File: src/rtl/riscv_ctrl_pkg.sv
// Shared encodings for the multicycle RISC-V control unit: FSM states, opcodes and
// datapath mux/ALU select codes.
package riscv_ctrl_pkg;

    typedef enum logic [3:0] {
        StFetch    = 4'd0,
        StDecode   = 4'd1,
        StMemAdr   = 4'd2,
        StMemRead  = 4'd3,
        StMemWb    = 4'd4,
        StMemWrite = 4'd5,
        StExecR    = 4'd6,
        StExecI    = 4'd7,
        StAluWb    = 4'd8,
        StBeq      = 4'd9,
        StJal      = 4'd10,
        StError    = 4'd11
    } ctrl_state_e;

    localparam logic [6:0] OpLoad   = 7'b0000011;
    localparam logic [6:0] OpStore  = 7'b0100011;
    localparam logic [6:0] OpRtype  = 7'b0110011;
    localparam logic [6:0] OpItype  = 7'b0010011;
    localparam logic [6:0] OpBranch = 7'b1100011;
    localparam logic [6:0] OpJal    = 7'b1101111;

    localparam logic [2:0] AluAdd = 3'b000;
    localparam logic [2:0] AluSub = 3'b001;
    localparam logic [2:0] AluAnd = 3'b010;
    localparam logic [2:0] AluOr  = 3'b011;
    localparam logic [2:0] AluSlt = 3'b101;

    localparam logic [1:0] ImmI = 2'd0;
    localparam logic [1:0] ImmS = 2'd1;
    localparam logic [1:0] ImmB = 2'd2;
    localparam logic [1:0] ImmJ = 2'd3;

    localparam logic [1:0] SrcAPc    = 2'd0;
    localparam logic [1:0] SrcAOldPc = 2'd1;
    localparam logic [1:0] SrcARd1   = 2'd2;

    localparam logic [1:0] SrcBRd2  = 2'd0;
    localparam logic [1:0] SrcBImm  = 2'd1;
    localparam logic [1:0] SrcBFour = 2'd2;

    localparam logic [1:0] ResAluOut = 2'd0;
    localparam logic [1:0] ResData   = 2'd1;
    localparam logic [1:0] ResAlu    = 2'd2;

    localparam logic AdrPc     = 1'b0;
    localparam logic AdrResult = 1'b1;

endpackage

File: src/rtl/riscv_alu_dec.sv
// Combinational ALU-op decode from {opcode, funct3, instr[30]}, flagging encodings the
// core does not implement.
module riscv_alu_dec
    import riscv_ctrl_pkg::*;
(
    input  logic [6:0] opcode,
    input  logic [2:0] funct3,
    input  logic       funct7b5,
    output logic [2:0] alu_ctrl,
    output logic       illegal
);

    always_comb begin
        alu_ctrl = AluAdd;
        illegal  = 1'b0;
        case (opcode)
            OpLoad, OpStore: illegal = (funct3 != 3'b010);
            OpBranch: begin
                alu_ctrl = AluSub;
                illegal  = (funct3 != 3'b000);
            end
            OpJal: illegal = 1'b0;
            OpRtype, OpItype: begin
                case (funct3)
                    // instr[30] selects sub only for register-register ops
                    3'b000:  alu_ctrl = (opcode == OpRtype && funct7b5) ? AluSub : AluAdd;
                    3'b010:  alu_ctrl = AluSlt;
                    3'b110:  alu_ctrl = AluOr;
                    3'b111:  alu_ctrl = AluAnd;
                    default: illegal  = 1'b1;
                endcase
            end
            default: illegal = 1'b1;
        endcase
    end

endmodule

File: src/rtl/riscv_multi_ctrl.sv
// Multicycle control FSM: sequences fetch/decode/execute/memory/writeback and drives
// every datapath control input; unsupported encodings park in a sticky error state.
module riscv_multi_ctrl
    import riscv_ctrl_pkg::*;
(
    input  logic        clk,
    input  logic        rst,
    input  logic [31:0] instr,
    input  logic        zero,
    input  logic        mem_ready,
    output logic        pc_we,
    output logic        ir_we,
    output logic        adr_src,
    output logic        mem_we,
    output logic        reg_we,
    output logic [1:0]  imm_src,
    output logic [1:0]  alu_src_a,
    output logic [1:0]  alu_src_b,
    output logic [2:0]  alu_ctrl,
    output logic [1:0]  res_src,
    output logic        err,
    output logic [3:0]  state
);

    ctrl_state_e state_q, state_d;
    logic [6:0]  opcode;
    logic [2:0]  dec_alu_ctrl;
    logic        dec_illegal;
    logic        unused_instr;

    assign opcode       = instr[6:0];
    assign unused_instr = ^{instr[31], instr[29:15], instr[11:7]};
    assign state        = state_q;

    riscv_alu_dec u_alu_dec (
        .opcode   (opcode),
        .funct3   (instr[14:12]),
        .funct7b5 (instr[30]),
        .alu_ctrl (dec_alu_ctrl),
        .illegal  (dec_illegal)
    );

    always_ff @(posedge clk) begin
        if (!rst) begin
            state_q <= StFetch;
        end else begin
            state_q <= state_d;
        end
    end

    always_comb begin
        state_d   = state_q;
        pc_we     = 1'b0;
        ir_we     = 1'b0;
        adr_src   = AdrPc;
        mem_we    = 1'b0;
        reg_we    = 1'b0;
        imm_src   = ImmI;
        alu_src_a = SrcAPc;
        alu_src_b = SrcBRd2;
        alu_ctrl  = AluAdd;
        res_src   = ResAluOut;
        err       = 1'b0;
        case (state_q)
            StFetch: begin
                alu_src_b = SrcBFour;
                res_src   = ResAlu;
                pc_we     = mem_ready;
                ir_we     = mem_ready;
                if (mem_ready) state_d = StDecode;
            end
            StDecode: begin
                // ALU precomputes old_pc + imm as the branch target
                alu_src_a = SrcAOldPc;
                alu_src_b = SrcBImm;
                case (opcode)
                    OpStore:  imm_src = ImmS;
                    OpBranch: imm_src = ImmB;
                    OpJal:    imm_src = ImmJ;
                    default:  imm_src = ImmI;
                endcase
                if (dec_illegal) begin
                    state_d = StError;
                end else begin
                    case (opcode)
                        OpLoad, OpStore: state_d = StMemAdr;
                        OpRtype:         state_d = StExecR;
                        OpItype:         state_d = StExecI;
                        OpBranch:        state_d = StBeq;
                        OpJal:           state_d = StJal;
                        default:         state_d = StError;
                    endcase
                end
            end
            StMemAdr: begin
                alu_src_a = SrcARd1;
                alu_src_b = SrcBImm;
                imm_src   = (opcode == OpStore) ? ImmS : ImmI;
                state_d   = (opcode == OpStore) ? StMemWrite : StMemRead;
            end
            StMemRead: begin
                adr_src = AdrResult;
                if (mem_ready) state_d = StMemWb;
            end
            StMemWb: begin
                res_src = ResData;
                reg_we  = 1'b1;
                state_d = StFetch;
            end
            StMemWrite: begin
                adr_src = AdrResult;
                mem_we  = 1'b1;
                if (mem_ready) state_d = StFetch;
            end
            StExecR: begin
                alu_src_a = SrcARd1;
                alu_ctrl  = dec_alu_ctrl;
                state_d   = StAluWb;
            end
            StExecI: begin
                alu_src_a = SrcARd1;
                alu_src_b = SrcBImm;
                alu_ctrl  = dec_alu_ctrl;
                state_d   = StAluWb;
            end
            StAluWb: begin
                reg_we  = 1'b1;
                state_d = StFetch;
            end
            StBeq: begin
                alu_src_a = SrcARd1;
                alu_ctrl  = AluSub;
                pc_we     = zero;
                state_d   = StFetch;
            end
            StJal: begin
                // PC takes the target latched in DECODE; ALU forms PC+4 for rd
                alu_src_a = SrcAOldPc;
                alu_src_b = SrcBFour;
                pc_we     = 1'b1;
                state_d   = StAluWb;
            end
            StError: err = 1'b1;
            default: state_d = StError;
        endcase
        if (!rst) begin
            pc_we  = 1'b0;
            ir_we  = 1'b0;
            mem_we = 1'b0;
            reg_we = 1'b0;
            err    = 1'b0;
        end
    end

endmodule
File: config.mk
export PLATFORM = sky130hd
export DESIGN_NAME = riscv_multi_ctrl
export DESIGN_NICKNAME = d
export VERILOG_FILES = /design/src/rtl/riscv_ctrl_pkg.sv /design/src/rtl/riscv_alu_dec.sv /design/src/rtl/riscv_multi_ctrl.sv
export SDC_FILE = /design/constraint.sdc
export NUM_CORES = 1
export LEC_CHECK = 0
export ABC_AREA = 1
export CAP_MARGIN = 20
export CELL_PAD_IN_SITES_DETAIL_PLACEMENT = 0
export CELL_PAD_IN_SITES_GLOBAL_PLACEMENT = 1
export CORE_MARGIN = 1.5
export CORE_UTILIZATION = 21
export CTS_BUF_LIST = sky130_fd_sc_hd__clkbuf_16
export DETAILED_ROUTE_END_ITERATION = 10
export PLACE_DENSITY_LB_ADDON = 0.1
export SETUP_SLACK_MARGIN = 0.2
export SYNTH_ARGS = -nofsm -noshare
export SYNTH_HDL_FRONTEND = slang
export SYNTH_SLANG_ARGS = --single-unit
File: constraint.sdc
create_clock -name clk -period 4.05 [get_ports clk]
set_clock_uncertainty 0.2 [all_clocks]
set_input_delay 0.81 -clock clk [delete_from_list [all_inputs] [get_ports clk]]
set_output_delay 0.81 -clock clk [all_outputs]
set_load 0.005 [all_outputs]
==> run summary <==
Port buffer count: 35
Sequential area share after synthesis: 11.5%
P_leak: 0.534 nW
Initial Util: 22.5%
Crit path arrival time: 2.50 ns
Area contributors post-synth: nand2_1 19%, inv_1 12%, dfxtp_1 11%
Final Hold Fails: 0
Synth area leader: nand2_1
CORE AREA: 3100 um^2
Ports: 57
Uppermost layer routed: met4
Total wire length: 2200 um
DRC violations left: 0
Skew-Pair Late Insertion Delay: 0.23 ns
GRT Overall Usage: 13.2%
Die ar.: 3680 um^2
Hold_buf cts: 0
Min cycle time layout: 3.51 ns
Ys Warns: 0
Async SR Flop Fraction: 0%
Vias in the first global route: 825
Stages on worst setup path: 8
Share of cells above drive strength 1: 12.0%
Status: finished clean
Final Max Tran Viols: 0
Clock Path Buffers: 2
Slew HR: 71.6%
Hold path startpoint: state[2]
Post-Place Cells: 208
Via/cell ratio: 4.25
RSZ-0062 raised after global routing: no
Peak Freq: 285 MHz
Rows: 20
# Post-CTS Setup Buffers: 0
R2R setup slack: 2.42 ns
First-pass GRT wire length: 3630 um
Post-Synthesis Cells: 130
Min-Delay Endpoint: state[2]
Mapped cell area: 698 um^2
Tcrit/Tclk final: 86.6%
Crit path capture type: primary output
Hold path cells: 2
Clock transition at the register clock pins on the worst setup and hold paths after CTS: 0.03 ns
Worst-Margin Slew: 0.426 ns
DR WL met2: 943 um
Post-synth top area share: 18.8%
Gr ovfl total: 0
DRT Pass-1 Iters: 4
Area growth syn-to-layout: 67.2%
CTS sink cnt: 4
Number of synthesized flops with an enable pin: 0
Number of antenna violations at the first check in global routing: 0
Post_cts resized: 0
H-tree Lvls: 1
Fin nets: 205
DIE HEIGHT: 60.7 um
Crit-path max FO: 8
Antenna-violating nets left: 0
Number of synthesized register bits: 4
Worst R2R End: state[0]
CTS tree: done
Final worst slack: 0.541 ns
Worst Reg-to-Reg Cells: 9
Average wire per standard cell: 10.4 um
Routability Congestion: 0.779
Total power: 0.674 mW
Final setup fails: 0
Metal3 WL: 107 um
Largest net degree at the start of global routing: 11
Filler cells: 359
Tightest Hold Check Type: flop to flop
Diode count: 0
Post-DP HPWL: 1850 um
Initial DRC count: 20
Crit path buffers/inverters: 3
Power Density: 577 nW/um^2
IR drop worst, VDD: 0.253 mV
Critical path, cell by cell: clkdlybuf4s50_1 -> nand2_1 -> nor2_4 -> nand2_1 -> inv_1 -> nand3_1 -> a21oi_1 -> clkdlybuf4s50_1
Average footprint of a synthesized cell: 5.37 um^2
Critical Path Source Type: input pin
Metal-1 WL: 1130 um
Cell family with most CP delay: buffers and inverters
CP Class: input pin to primary output
CP required: 3.04 ns
Main synth FF type: dfxtp_1
Max stage delay on crit path: 0.51 ns
Via count: 896
Post-Place Worst Slack: 0.528 ns
Die Wd: 60.7 um
Max-cap violation count: 0
Reg2reg start: state[1]
Post-synth net total: 166
Post-Layout Cell Count: 211
Root buffer cell: clkbuf_16
Max reg flops: 4
Crit-path slowest cell: clkdlybuf4s50_1
Post-synth cell types: 24
Setup total negative slack: 0 ns
Num CTS Buffers: 3
==> power breakdown <==
| part | internal, mW | leakage [nW] | switching (mW) |
|---|---|---|---|
| Clock | 0.126 | 0.0370 | 0.0298 |
| Combinational | 0.211 | 0.464 | 0.209 |
| Sequential | 0.0557 | 0.0330 | 0.0422 |
==> synth_stat cells (2+ instances only) <==
| cell type | n |
|---|---|
| a21oi_1 | 8 |
| dfxtp_1 | 4 |
| inv_1 | 23 |
| inv_2 | 3 |
| nand2_1 | 35 |
| nand2_2 | 2 |
| nand2_4 | 3 |
| nand3_1 | 10 |
| nand3_2 | 2 |
| nor2_1 | 19 |
| nor2_2 | 2 |
| nor2_4 | 4 |
| nor3_1 | 2 |
| o21ai_0 | 3 |
==> per-layer routing <==
metal / global-route usage (%) / up-vias
met5: 0 / -
met4: 3.73 / 0
met3: 3.20 / 3
met2: 19.2 / 23
met1: 19.3 / 384
li1: - / 486
==> worst register-to-register path, delay by kind of cell, from the launching register on <==
kind,cells,cell delay [ns]
DFF,1,0.57
and+or+nand+nor,6,0.54
buffers and inverters,2,0.12
AOI/OAI and AO/OA,1,0.07
==> stage by stage <==
step                      hold WS [ns]  cell area, um^2  utilization, %
after floorplan                  0.338              698               -
after global placement           0.360             1090            35.2
after detailed placement         0.368             1090            35.2
after CTS                        0.374             1170            37.6
after global routing             0.402             1170            37.6
final                            0.371             1170            37.6
==> final cells by class <==
type | instances | area (um^2) | area share [%]
Timing Repair Buffer | 35 | 350 | 30.0
Multi-Input combinational cell | 99 | 509 | 43.6
Sequential cell | 4 | 80.1 | 6.86
Tap cell | 44 | 55.1 | 4.72
Inverter | 26 | 97.6 | 8.36
Clock buffer | 3 | 75.1 | 6.43
==> logic make-up after synthesis <==
logic type / share of synthesized area [%]
AO/OA/AOI/OAI: 15.6
AND/OR/NAND/NOR: 57.3
flip-flops: 11.5
buffers and inverters: 15.6
==> cell usage in the layout (no fill, tap or decap) <==
master           Yosys  final
o211ai_1             1      1
a221oi_1             1      1
nand3_1             10     10
nor3_1               2      2
clkbuf_16            0      3
dfxtp_1              4      4
nor2_1              19     19
a211oi_1             1      1
nor2_4               4      4
o22ai_1              1      1
nand3b_1             1      1
nand3_2              2      2
nor4_1               1      1
a22oi_1              1      1
a21oi_2              1      1
nor2_2               2      2
clkdlybuf4s50_1      0     35
a21oi_1              8      8
nand2_4              3      3
o21bai_1             1      1
nand2_2              2      2
inv_2                3      3
o21ai_0              3      3
inv_1               23     23
nand2_1             35     35
==> worst max path at each step <==
stage	slack, ns	from	endpoint
after floorplan	1.58	instr[1]	alu_ctrl[0]
after global placement	0.54	instr[5]	imm_src[0]
after detailed placement	0.53	instr[5]	imm_src[0]
after CTS	0.53	instr[0]	alu_ctrl[0]
after global routing	0.37	instr[3]	alu_ctrl[0]
final	0.54	instr[0]	alu_ctrl[0]
Power figures use the tool's default switching activity.
